## config.mk

```make
export PLATFORM = sky130hd
export DESIGN_NAME = hdlc_bus_sched
export DESIGN_NICKNAME = d
export VERILOG_FILES = /design/src/rtl/hdlc_bus_sched.sv
export SDC_FILE = /design/constraint.sdc
export NUM_CORES = 1
export LEC_CHECK = 0
export CAP_MARGIN = 5
export CORE_AREA = 2 2 84 86
export DETAILED_ROUTE_END_ITERATION = 8
export DIE_AREA = 0 0 86 88
export GPL_TIMING_DRIVEN = 0
export PLACE_DENSITY_LB_ADDON = 0.05
export SLEW_MARGIN = 20
export SYNTH_ARGS = -nofsm -noshare
export SYNTH_HDL_FRONTEND = slang
export SYNTH_SLANG_ARGS = --single-unit
export TNS_END_PERCENT = 10
```

## constraint.sdc

```tcl
create_clock -name Clk -period 2.6 [get_ports Clk]
set_input_delay 0.52 -clock Clk [delete_from_list [all_inputs] [get_ports Clk]]
set_output_delay 0.52 -clock Clk [all_outputs]
set_load 0.05 [all_outputs]
```

## src/rtl/hdlc_bus_sched.sv

```systemverilog
// Bus master for the HDLC core register interface: round-robin Tx sharing
// between two requesters, Rx frame draining, status polling and abort.
module hdlc_bus_sched #(
  parameter int unsigned MAX_LEN  = 126,
  parameter int unsigned POLL_GAP = 4
) (
  input  logic       Clk,
  input  logic       Rst,
  input  logic [1:0] tx_req,
  input  logic [7:0] tx_len0,
  input  logic [7:0] tx_len1,
  input  logic [7:0] tx_data0,
  input  logic [7:0] tx_data1,
  output logic [1:0] tx_grant,
  output logic       tx_rd,
  output logic [1:0] tx_done,
  output logic [1:0] tx_rej,
  input  logic       abort_req,
  input  logic       rx_ready,
  output logic [7:0] rx_data,
  output logic       rx_valid,
  output logic       rx_last,
  output logic       rx_err,
  output logic [2:0] Address,
  output logic       WriteEnable,
  output logic       ReadEnable,
  output logic [7:0] DataIn,
  input  logic [7:0] DataOut
);

  localparam logic [7:0] MAX_L    = 8'(MAX_LEN);
  localparam logic [7:0] GAP_INIT = 8'((POLL_GAP > 0) ? POLL_GAP - 1 : 0);

  typedef enum logic [4:0] {
    IDLE, TX_CHK, TX_SC_RD, TX_SC_WAIT, TX_SC_GAP, TX_LOAD, TX_START,
    TX_POLL_GAP, TX_POLL_RD, TX_POLL_WAIT, TX_ABORT,
    RX_SC_RD, RX_SC_WAIT, RX_LEN_RD, RX_LEN_WAIT, RX_DATA_RD, RX_DATA_WAIT, RX_DROP
  } state_t;

  state_t     state;
  logic [7:0] cnt, gap, wdata;
  logic       gidx, rr, abort_pend, aborted;
  logic [1:0] req_eff;
  logic       win, abort_now;
  logic [7:0] glen, gdata;

  // A requester whose done/rej is pulsing this cycle has not yet dropped its request
  assign req_eff   = tx_req & ~(tx_done | tx_rej);
  assign win       = req_eff[rr] ? rr : ~rr;
  assign glen      = gidx ? tx_len1 : tx_len0;
  assign gdata     = gidx ? tx_data1 : tx_data0;
  assign abort_now = (abort_req | abort_pend) & ~aborted;
  // Buffer writes carry the requester's live byte so tx_rd and the write share a cycle
  assign DataIn    = (state == TX_LOAD) ? gdata : wdata;

  always_ff @(posedge Clk or posedge Rst) begin
    if (Rst) begin
      state <= IDLE;  cnt <= '0;  gap <= '0;  wdata <= '0;
      gidx <= 1'b0;  rr <= 1'b0;  abort_pend <= 1'b0;  aborted <= 1'b0;
      tx_grant <= '0;  tx_rd <= 1'b0;  tx_done <= '0;  tx_rej <= '0;
      rx_data <= '0;  rx_valid <= 1'b0;  rx_last <= 1'b0;  rx_err <= 1'b0;
      Address <= '0;  WriteEnable <= 1'b0;  ReadEnable <= 1'b0;
    end else begin
      ReadEnable <= 1'b0;  WriteEnable <= 1'b0;  tx_rd <= 1'b0;
      tx_done <= '0;  tx_rej <= '0;
      rx_valid <= 1'b0;  rx_last <= 1'b0;  rx_err <= 1'b0;
      case (state)
        IDLE: begin
          aborted <= 1'b0;  abort_pend <= 1'b0;
          if (rx_ready) begin
            Address <= 3'd2;  ReadEnable <= 1'b1;  state <= RX_SC_RD;
          end else if (|req_eff) begin
            gidx <= win;  tx_grant <= win ? 2'b10 : 2'b01;  state <= TX_CHK;
          end
        end
        TX_CHK: begin
          if (glen == 8'd0 || glen > MAX_L) begin
            tx_rej[gidx] <= 1'b1;  tx_grant <= '0;  state <= IDLE;
          end else begin
            cnt <= glen;  Address <= 3'd0;  ReadEnable <= 1'b1;  state <= TX_SC_RD;
          end
        end
        TX_SC_RD: state <= TX_SC_WAIT;
        TX_SC_WAIT: begin
          if (DataOut[0]) begin
            Address <= 3'd1;  WriteEnable <= 1'b1;  tx_rd <= 1'b1;  state <= TX_LOAD;
          end else begin
            gap <= GAP_INIT;  state <= TX_SC_GAP;
          end
        end
        TX_SC_GAP: begin
          if (gap == 8'd0) begin
            Address <= 3'd0;  ReadEnable <= 1'b1;  state <= TX_SC_RD;
          end else gap <= gap - 8'd1;
        end
        TX_LOAD: begin
          WriteEnable <= 1'b1;
          if (cnt == 8'd1) begin
            Address <= 3'd0;  wdata <= 8'h02;  state <= TX_START;
          end else begin
            cnt <= cnt - 8'd1;  tx_rd <= 1'b1;
          end
        end
        TX_START: begin
          gap <= GAP_INIT;  state <= TX_POLL_GAP;
        end
        TX_POLL_GAP: begin
          if (abort_now) begin
            Address <= 3'd0;  wdata <= 8'h04;  WriteEnable <= 1'b1;
            aborted <= 1'b1;  state <= TX_ABORT;
          end else if (gap == 8'd0) begin
            Address <= 3'd0;  ReadEnable <= 1'b1;  state <= TX_POLL_RD;
          end else gap <= gap - 8'd1;
        end
        TX_POLL_RD: begin
          if (abort_req) abort_pend <= 1'b1;
          state <= TX_POLL_WAIT;
        end
        TX_POLL_WAIT: begin
          if (DataOut[0]) begin
            if (DataOut[3]) tx_rej[gidx] <= 1'b1;
            else begin
              tx_done[gidx] <= 1'b1;  rr <= ~gidx;
            end
            tx_grant <= '0;  state <= IDLE;
          end else if (abort_now) begin
            Address <= 3'd0;  wdata <= 8'h04;  WriteEnable <= 1'b1;
            aborted <= 1'b1;  state <= TX_ABORT;
          end else begin
            gap <= GAP_INIT;  state <= TX_POLL_GAP;
          end
        end
        TX_ABORT: begin
          gap <= GAP_INIT;  state <= TX_POLL_GAP;
        end
        RX_SC_RD: state <= RX_SC_WAIT;
        RX_SC_WAIT: begin
          if (|DataOut[4:2]) begin
            Address <= 3'd2;  wdata <= 8'h02;  WriteEnable <= 1'b1;
            rx_err <= 1'b1;  state <= RX_DROP;
          end else begin
            Address <= 3'd4;  ReadEnable <= 1'b1;  state <= RX_LEN_RD;
          end
        end
        RX_LEN_RD: state <= RX_LEN_WAIT;
        RX_LEN_WAIT: begin
          cnt <= DataOut;
          if (DataOut == 8'd0) begin
            Address <= 3'd2;  wdata <= 8'h02;  WriteEnable <= 1'b1;
            rx_err <= 1'b1;  state <= RX_DROP;
          end else begin
            Address <= 3'd3;  ReadEnable <= 1'b1;  state <= RX_DATA_RD;
          end
        end
        RX_DATA_RD: state <= RX_DATA_WAIT;
        RX_DATA_WAIT: begin
          rx_valid <= 1'b1;  rx_data <= DataOut;  rx_last <= (cnt == 8'd1);
          if (cnt == 8'd1) state <= IDLE;
          else begin
            cnt <= cnt - 8'd1;  ReadEnable <= 1'b1;  state <= RX_DATA_RD;
          end
        end
        RX_DROP: state <= IDLE;
        default: state <= IDLE;
      endcase
    end
  end

endmodule

```

==> run metrics, run 1 <==
Initial Util 48.91%; clk buf depth 2; global placer's final weighted congestion 1.000; Critical Path End Type register; dpl cells 534; post-synthesis cell count 377; Synth warnings 0; Clock power frac 10.3%; final setup fails 0; routed length per instance 17.73 um; CORE AREA 0.006644 mm2; clock root cell clkbuf_8; Syn Nets 426; largest area contributor in the netlist dfrtp_1; P_sw 2.409 mW; Primary FF master, synth dfrtp_1; DR vias/cell 6.026; CP arrival 2.82 ns; Core Util, Final 64.37%; routed vias 3266; drt drc 0; sequential area share after synthesis 38.51%; DIE WIDTH 86 um; Final min period 2.600 ns; Buf/Inv on CP 0; DIE HEIGHT 88 um; nets 510; GRT Residual Overflow 0; PnR Total Power 4.878 mW; skew final 0.01788 ns; Slowest cell on crit path nor4_1; count of state elements after synthesis 50; Non-Filler Instances 542; crit path max fanout 6; CP cell instances nor4_1 -> nand3_1 -> a21oi_1 -> or4b_1 -> a22o_1; slew at the pin closest to its max-slew limit 0.6802 ns; Pwr Density 1141 mW/mm2; # rows 30; initial antenna violation count 0; Post-Route WL 9.608 mm; Synth top area share 38.51%; register share of total power 26.0%; Internal Pwr Total 2.469 mW; die area 0.007568 mm2; max-capacitance violation count 0; Avg Cell Area, Syn 8.619 um2; critical path class reg2reg; status finished, final reports clean; Distinct cells, synth 64; commonest cells after routing, fill and taps aside 67 x clkdlybuf4s50_1, 58 x nor2_1, 48 x dfrtp_1; GR Util All Layers 25.59%; Mapped Area 0.003249 mm2; Tcrit/Tclk final 99.99%; RSZ-0062 raised after global routing true; global-route wire length before repair 15.37 mm; PortBufs 76; layout cell share with drive strength beyond 1 14.07%; Final Hold Fails 0; largest net degree at the start of global routing 27; Startpoint Class register; hold buffer count at CTS 0; cts bufs inserted 5; crit-path leading delay family simple AND/OR/NAND/NOR gates; Post-synth EDFFs 0; CP startpoint cnt[2]; H-tree depth 2; hold_sp wdata[2]; Layout area overhead 31.61%; CTS clk-pin slew, worst paths 0.11 ns; Pleak 1.818 nW; CTS tree done; TritonRoute pass-1 iters 4; num ports 77; Hold Path Class reg2reg; fmax 384.6 MHz; Num Clock Sinks 50; Slew Limit Fails 0; WP data required 2.82 ns; vias in the first global route 3114; Crit path largest cell delay 0.56 ns; number of DRC markers in iteration 0 262; Sw Ratio 49.39%; ANT nets after route 0; Peak VDD IR 639.9 uV; post-DP HPWL 7.326 mm; worst reg2reg path startpoint cnt[2]; Slew Limit Headroom 54.48%; antenna cells 0; most common cell after layout, fill and taps aside clkdlybuf4s50_1; top post-synthesis cells by area dfrtp_1 39%, nor2_1 6.8%, mux2i_1 4.3%, nand2_1 3.6%, mux2_2 3.5%; combinational share of power 63.7%; worst skew pair latency 0.31 ns; share of flip-flops with an asynchronous set or reset 100.0%
-- path summary, 6_finish.rpt --
check	to	slack, ns	cells past startpoint
setup reg to reg	Address[2]	0.0002	5
hold / removal	wdata[2]	0.51	1
max in group asynchronous	gidx	1.47	3
hold reg to reg	wdata[2]	0.51	1
min in group asynchronous	gap[7]	0.57	2
setup / recovery	Address[2]	0.0002	5
-- timing repair --
item | in CTS | in global routing
endpoints found under the hold margin | 0 | 0
resized for setup | 57 | 18
gates cloned | 0 | 0
buffers inserted | 2 | 0
setup endpoints to repair | 10 | 17
pin swaps | 0 | 0
-- stage by stage --
step | hold slack (ns) | instance area [um2] | TNS, ns | worst slack (ns)
after CTS | 0.5172 | 4234 | 0 | 0.01221
after global placement | 0.4853 | 4110 | -13.56 | -0.5382
after detailed placement | 0.4926 | 4130 | -7.188 | -0.5266
final | 0.5108 | 4277 | 0 | 0.0002209
after global routing | 0.5321 | 4277 | -0.02093 | -0.02093
after floorplan | 0.4599 | 3249 | -0.5859 | -0.2536
-- final cells by class --
type / instances / area (um2)
sequential: 50 / 1254
tap: 80 / 100.1
clock inverter: 2 / 17.52
fill: 596 / 2367
clock buffer: 6 / 82.58
multi-input combinational: 297 / 1909
buffer: 17 / 82.58
timing repair buffer: 79 / 785.8
inverter: 11 / 45.04
-- synthesized netlist by cell type, types with 3 or more instances --
| master | count |
|---|---|
| mux2_4 | 3 |
| a21o_1 | 3 |
| a221oi_1 | 3 |
| dfrtp_1 | 50 |
| o21ai_0 | 17 |
| a21oi_1 | 14 |
| o211ai_1 | 3 |
| nor2b_1 | 10 |
| clkbuf_1 | 8 |
| o221ai_1 | 3 |
| nand2_1 | 31 |
| buf_1 | 3 |
| o31ai_1 | 4 |
| mux2i_1 | 14 |
| mux2_2 | 10 |
| nor2_1 | 59 |
| nor3_1 | 12 |
| nand4_1 | 4 |
| inv_1 | 9 |
| nor3b_1 | 6 |
| or4_1 | 3 |
| nor4_1 | 10 |
| buf_2 | 8 |
| nand3b_1 | 3 |
| ha_1 | 3 |
| xor2_1 | 6 |
| nand3_1 | 11 |
| nand2b_1 | 5 |
| o21ai_1 | 7 |
| a31oi_1 | 5 |
| a211oi_1 | 5 |
-- layer usage --
layer	vias up	track usage (%)	part of all wire [%]	wire length [um]
li1	1546	-	-	-
met2	141	42.78	49	4714
met4	0	6.205	1.5	141
met3	18	3.770	6.5	626
met1	1561	35.13	43	4126
met5	-	0	0	0
-- sequential cells by signal (all words and copies together) (netlist names) --
| name | cells |
|---|---|
| Address | 3 |
| ReadEnable | 1 |
| WriteEnable | 1 |
| abort_pend | 1 |
| aborted | 1 |
| cnt | 8 |
| gap | 8 |
| gidx | 1 |
| rr | 1 |
| rx_data | 8 |
| rx_err | 1 |
| rx_last | 1 |
| rx_valid | 1 |
| state | 5 |
| tx_done | 2 |
| tx_grant | 2 |
| tx_rd | 1 |
| tx_rej | 2 |
| wdata | 2 |
-- power by group through the flow --
| stage | clock (mW) | sequential, mW | combinational (mW) |
|---|---|---|---|
| CTS | 0.507 | 1.26 | 3.05 |
| detailed placement | 0 | 1.28 | 3.01 |
| global route | 0.547 | 1.30 | 3.34 |
| finish | 0.503 | 1.27 | 3.11 |
| global placement | 0 | 1.27 | 2.98 |
| floorplan | 0 | 1.61 | 1.81 |
-- kinds of logic (layout without fill, tap and decap cells) --
kind of cell | Yosys count | in the layout | share of synthesized area, %
AOI/OAI and AO/OA | 86 | 86 | 17.98
xor gates and xnor gates | 8 | 8 | 2.156
adders and majority gates | 3 | 3 | 1.155
buffers and inverters | 30 | 115 | 3.773
DFF | 50 | 50 | 38.51
muxes | 27 | 27 | 9.164
and+or+nand+nor | 173 | 173 | 27.26
(Power assumes the default switching activity.)
==> run 2: changes to the inputs <==
- CORE_AREA: 2 2 84 86 -> 2 2 97 75
- DIE_AREA: 0 0 86 88 -> 0 0 99 77
==> run 2 against run 1 <==
Net effect: register-to-register slack about the same; sequential power about the same; hold slack got worse by 0.0052 ns; core utilization about the same; clock power increased by 8.7%; first-iteration DRC count increased by 27%.
==> run metrics, run 2 (same netlist as run 1, synthesis figures left out) <==
Buf/Inv on CP 0; largest net degree at the start of global routing 33; num ports 77; Slew Limit Fails 0; layout cell share with drive strength beyond 1 13.70%; max-capacitance violation count 0; Slew Limit Headroom 57.42%; CP arrival 2.79 ns; status finished, final reports clean; Pleak 1.806 nW; H-tree depth 2; fmax 385.2 MHz; Post-Route WL 9.616 mm; post-DP HPWL 7.519 mm; DR vias/cell 6.057; Slowest cell on crit path nor4_1; hold buffer count at CTS 0; Pwr Density 1149 mW/mm2; DIE HEIGHT 77 um; Layout area overhead 32.08%; RSZ-0062 raised after global routing true; Hold Path Class in2async; Critical Path End Type register; crit path max fanout 6; routed vias 3295; Num Clock Sinks 50; Peak VDD IR 727.6 uV; critical path class reg2reg; crit-path leading delay family simple AND/OR/NAND/NOR gates; worst reg2reg path startpoint cnt[2]; Cell Area, Placed 0.004135 mm2; CP cell instances nor4_1 -> nand3_1 -> a21oi_1 -> or4b_1 -> a22o_1; TritonRoute pass-1 iters 6; skew final 0.008354 ns; PortBufs 76; WP data required 2.80 ns; clock root cell clkbuf_8; worst skew pair latency 0.31 ns; Tcrit/Tclk final 99.86%; CTS tree done; Final Hold Fails 0; final setup fails 0; routed length per instance 17.68 um; worst-case reg-to-reg path depth 5; global placer's final weighted congestion 0.9522; Initial Util 48.72%; cts bufs inserted 5; GR Util All Layers 26.06%; # rows 26; slew at the pin closest to its max-slew limit 0.6364 ns; Startpoint Class register; CTS clk-pin slew, worst paths 0.10 ns; drt drc 0; FILL cells 586; GRT Residual Overflow 0; DIE WIDTH 99 um; final instance area 0.004292 mm2; Largest regs cnt x8, gap x8, rx_data x8; die area 0.007623 mm2; clk buf depth 2; nets 508; final setup TNS 0 ns; global-route wire length before repair 15.88 mm; Reg-to-Reg End Address[2]; Hold Slack 0.5056 ns; CORE AREA 0.006669 mm2; ANT nets after route 0; commonest cells after routing, fill and taps aside 68 x clkdlybuf4s50_1, 56 x nor2_1, 48 x dfrtp_1; most common cell after layout, fill and taps aside clkdlybuf4s50_1; vias in the first global route 3157; R2R setup slack 0.004 ns; initial antenna violation count 0; Register Area 0.001254 mm2; number of DRC markers in iteration 0 332; Multi-input gate area 0.001922 mm2; Final min period 2.596 ns; Crit path largest cell delay 0.56 ns; antenna cells 0
## run 2: cell types whose count changed in the layout (fill, tap and decap cells not counted), sizes merged
| cell | change |
|---|---|
| buf | -3 |
| clkinv | -2 |
| bufinv | +1 |
| clkbuf | +1 |
| clkdlybuf4s50 | +1 |
| clkinvlp | +1 |
| dlymetal6s2s | -1 |
## run 2: layout make-up
type	count	share of cell area [%]
Clock inverter	2	0.8746
Buffer	17	2.041
Timing Repair Buffer	77	17.90
Multi-Input combinational cell	297	44.78
Sequential cell	50	29.21
Tap cell	84	2.449
Inverter	11	1.050
Clock buffer	6	1.691
## run 2: routing by layer
| metal | global-route usage (%) | wire (um) | up-vias |
|---|---|---|---|
| li1 | - | - | 1546 |
| met1 | 37.44 | 4324 | 1555 |
| met2 | 38.24 | 4123 | 177 |
| met3 | 7.475 | 1020 | 17 |
| met4 | 7.397 | 147 | 0 |
| met5 | 0 | 0 | - |
## run 2: timing repair
item                       CTS  global route
buffers inserted             0             0
pin swaps                    0             1
gates cloned                 0             0
gates resized for setup     56            18
setup endpoints to repair    8            27
## run 2: metrics by stage
step           total power [mW]  instances  setup WS (ns)  utilization (%)
6_report                  4.930        544       0.003750            64.35
4_1_cts                   4.857        544      -0.009913            63.47
3_3_place_gp              4.263        537        -0.5141            61.71
2_1_floorplan             3.427        377        -0.2536                -
5_1_grt                   5.271        544        -0.1014            64.35
3_5_place_dp              4.301        538        -0.5896            62.01
## run 2: where the power goes
part           switching (mW)  internal [mW]  total (mW)  leakage (nW)
Combinational            1.92           1.19        3.10          1.12
Clock                   0.260          0.287       0.547        0.0514
Sequential              0.219           1.06        1.28         0.638
Total                    2.39           2.53        4.93          1.81
## run 2: worst max-delay path by stage
stage               startpoint    endpoint  slack, ns  cells after the start
global route          state[3]  ReadEnable      -0.10                      7
detailed placement        gidx   DataIn[6]      -0.59                      6
CTS                   state[1]   DataIn[1]      -0.01                      6
finish                  cnt[2]  Address[2]      0.004                      5
global placement          gidx   DataIn[3]      -0.51                      6
floorplan             state[1]   DataIn[1]      -0.25                      4
==> run 3: changes to the inputs <==
- ABC_AREA: unset -> 1
- CAP_MARGIN: 5 -> unset
==> run 3 against run 2 <==
Net effect: final cell count is 24% higher; synthesized area increased by 2.0%; final area up 0.76%; highest routed layer unchanged; sequential share of layout area is 0.28 points lower; core utilization grew 0.49 points; die area stayed put; synthesized cell count grew 34%; global-route usage up 0.16 points.
==> run metrics, run 3 <==
status finished, final reports clean; WP data required 2.08 ns; max-capacitance violation count 0; number of DRC markers in iteration 0 230; slew at the pin closest to its max-slew limit 0.5213 ns; DIE WIDTH 99 um; drt drc 0; nets 638; Initial Util 49.72%; Syn Nets 555; Tcrit/Tclk final 94.86%; layout cell share with drive strength beyond 1 9.661%; critical path class reg2out; fmax 405.5 MHz; Synth top cells by count 199 x nand2_1, 56 x nor2_1, 50 x dfrtp_1, 47 x inv_1, 36 x nand3_1; Pleak 2.200 nW; post-synthesis cell count 506; clock root cell clkbuf_8; sequential area share after synthesis 37.74%; Slew Limit Fails 0; Crit path top cell by count nand2_1; Hold Path End wdata[2]; Primary FF master, synth dfrtp_1; CP cell instances inv_1 -> nand2_1 -> nor2_4 -> nand2_1 -> buf_4 -> inv_4 -> nor2_1 -> a31oi_1 -> clkbuf_4; CP arrival 1.95 ns; most common cell after layout, fill and taps aside nand2_1; GRT Residual Overflow 0; CORE AREA 0.006669 mm2; clk buf depth 2; Post-synth EDFFs 0; crit path max fanout 10; worst-case reg-to-reg path depth 8; CP startpoint state[1]; hold path depth 2; Startpoint Class register; die area 0.007623 mm2; Peak VDD IR 720.8 uV; DIE HEIGHT 77 um; Final Hold Fails 0; initial antenna violation count 0; Reg-to-Reg End cnt[6]; crit-path leading delay family buffers and inverters; Critical Path End Type output pin; ANT nets after route 0; Cell Area, Placed 0.004202 mm2; vias in the first global route 3396; Buf/Inv on CP 4; dpl cells 667; Crit path largest cell delay 0.43 ns; final setup fails 0; PnR Total Power 5.249 mW; Avg Cell Area, Syn 6.553 um2; PortBufs 76; # rows 26; global-route wire length before repair 16.21 mm; Distinct cells, synth 39; hold_sp wdata[2]; Non-Filler Instances 674; skew final 0.01341 ns; largest area contributor in the netlist dfrtp_1; routed length per instance 14.26 um; Post-Route WL 9.609 mm; worst skew pair latency 0.31 ns; PnR worst setup slack 0.1336 ns; H-tree depth 2; commonest cells after routing, fill and taps aside 199 x nand2_1, 68 x clkdlybuf4s50_1, 56 x nor2_1; R2R setup slack 0.68 ns; Hold Path Class reg2reg; count of state elements after synthesis 50; Layout area overhead 30.42%; Pwr Density 1214 mW/mm2; TritonRoute pass-1 iters 5; Synth top area share 37.74%; top post-synthesis cells by area dfrtp_1 38%, nand2_1 23%, nor2_1 6.3%, nand3_1 5.4%, inv_1 5.3%; Mapped Area 0.003316 mm2; Slew Limit Headroom 65.14%; global placer's final weighted congestion 0.9220; post-DP HPWL 7.673 mm; Synth warnings 0; routed vias 3537; CTS tree done; Place WS -0.1879 ns; Largest regs cnt x8, gap x8, rx_data x8; CTS clk-pin slew, worst paths 0.10 ns; share of flip-flops with an asynchronous set or reset 100.0%; Slowest cell on crit path dfrtp_1; top-count cell post-synth nand2_1; antenna cells 0; hold buffer count at CTS 0; cts bufs inserted 5; final setup TNS 0 ns; final instance area 0.004324 mm2; num ports 77; largest net degree at the start of global routing 33; worst reg2reg path startpoint state[4]; RSZ-0062 raised after global routing false; Final min period 2.466 ns; DR vias/cell 5.248; Num Clock Sinks 50; GR Util All Layers 26.21%
-- run 3: cell types whose count changed after synthesis, sizes merged, moves of 6 or more --
cell   previous run  this run
mux2i            14         0
nor2b            11         0
nor2             59        65
nand2            31       203
nor3b             6         0
inv              10        61
nor4             10         0
buf              11         5
mux2             13         0
nor3             12         5
nand3            11        39
-- run 3: worst max-delay path by stage --
stage                endpoint  slack [ns]  cells past startpoint
finish              DataIn[2]        0.13                      9
global route        DataIn[1]        0.01                      9
CTS                 DataIn[2]        0.01                      9
detailed placement  DataIn[2]       -0.19                      9
global placement    DataIn[1]       -0.16                      9
floorplan           DataIn[1]        0.19                      8
-- run 3: kinds of logic after synthesis --
| family | Yosys count | share of synthesized area (%) |
|---|---|---|
| flip-flops | 50 | 37.74 |
| AO/OA/AOI/OAI | 51 | 9.245 |
| buffers and inverters | 70 | 8.604 |
| XOR/XNOR | 8 | 2.113 |
| adder cells (fa/ha/maj) | 3 | 1.132 |
| AND/OR/NAND/NOR | 324 | 41.17 |
-- run 3: metrics by stage --
stage                     hold slack, ns  utilization [%]
final                             0.4885            64.84
after global routing              0.5109            64.84
after CTS                         0.4915            64.69
after detailed placement          0.4658            63.00
after global placement            0.4574            62.70
after floorplan                   0.4419                -
-- run 3: layer usage --
metal,part of all wire (%),GRT usage (%)
met5,0,0
met4,0.55,4.658
met3,7.9,4.284
met2,45,41.01
met1,47,38.74
-- run 3: area by class of cell --
| type | count | area [um2] |
|---|---|---|
| fill | 646 | 2345 |
| multi-input combinational | 386 | 1784 |
| sequential | 50 | 1251 |
| timing repair buffer | 78 | 790.8 |
| inverter | 62 | 237.7 |
| tap | 84 | 105.1 |
| clock buffer | 5 | 68.82 |
| clock inverter | 3 | 43.79 |
| buffer | 6 | 42.54 |
-- run 3: report_power, final --
group	total [mW]	switching [mW]	internal (mW)
clock network	0.572	0.283	0.289
registers	1.32	0.230	1.09
logic	3.36	2.23	1.12
total	5.25	2.75	2.50
-- run 3: worst register-to-register path: stages, from the launching register on --
cell	delay [ns]
dfrtp_1	0.50
nor2_1	0.28
nand3_2	0.23
inv_4	0.16
nor2_4	0.08
a21oi_4	0.30
nand2_4	0.13
nand2_1	0.08
nand2_1	0.05
-- run 3: repair_timing --
action | CTS | global route
gates resized for setup | 31 | 3
cloned | 0 | 0
setup endpoints to repair | 8 | 8
buffers inserted | 0 | 1
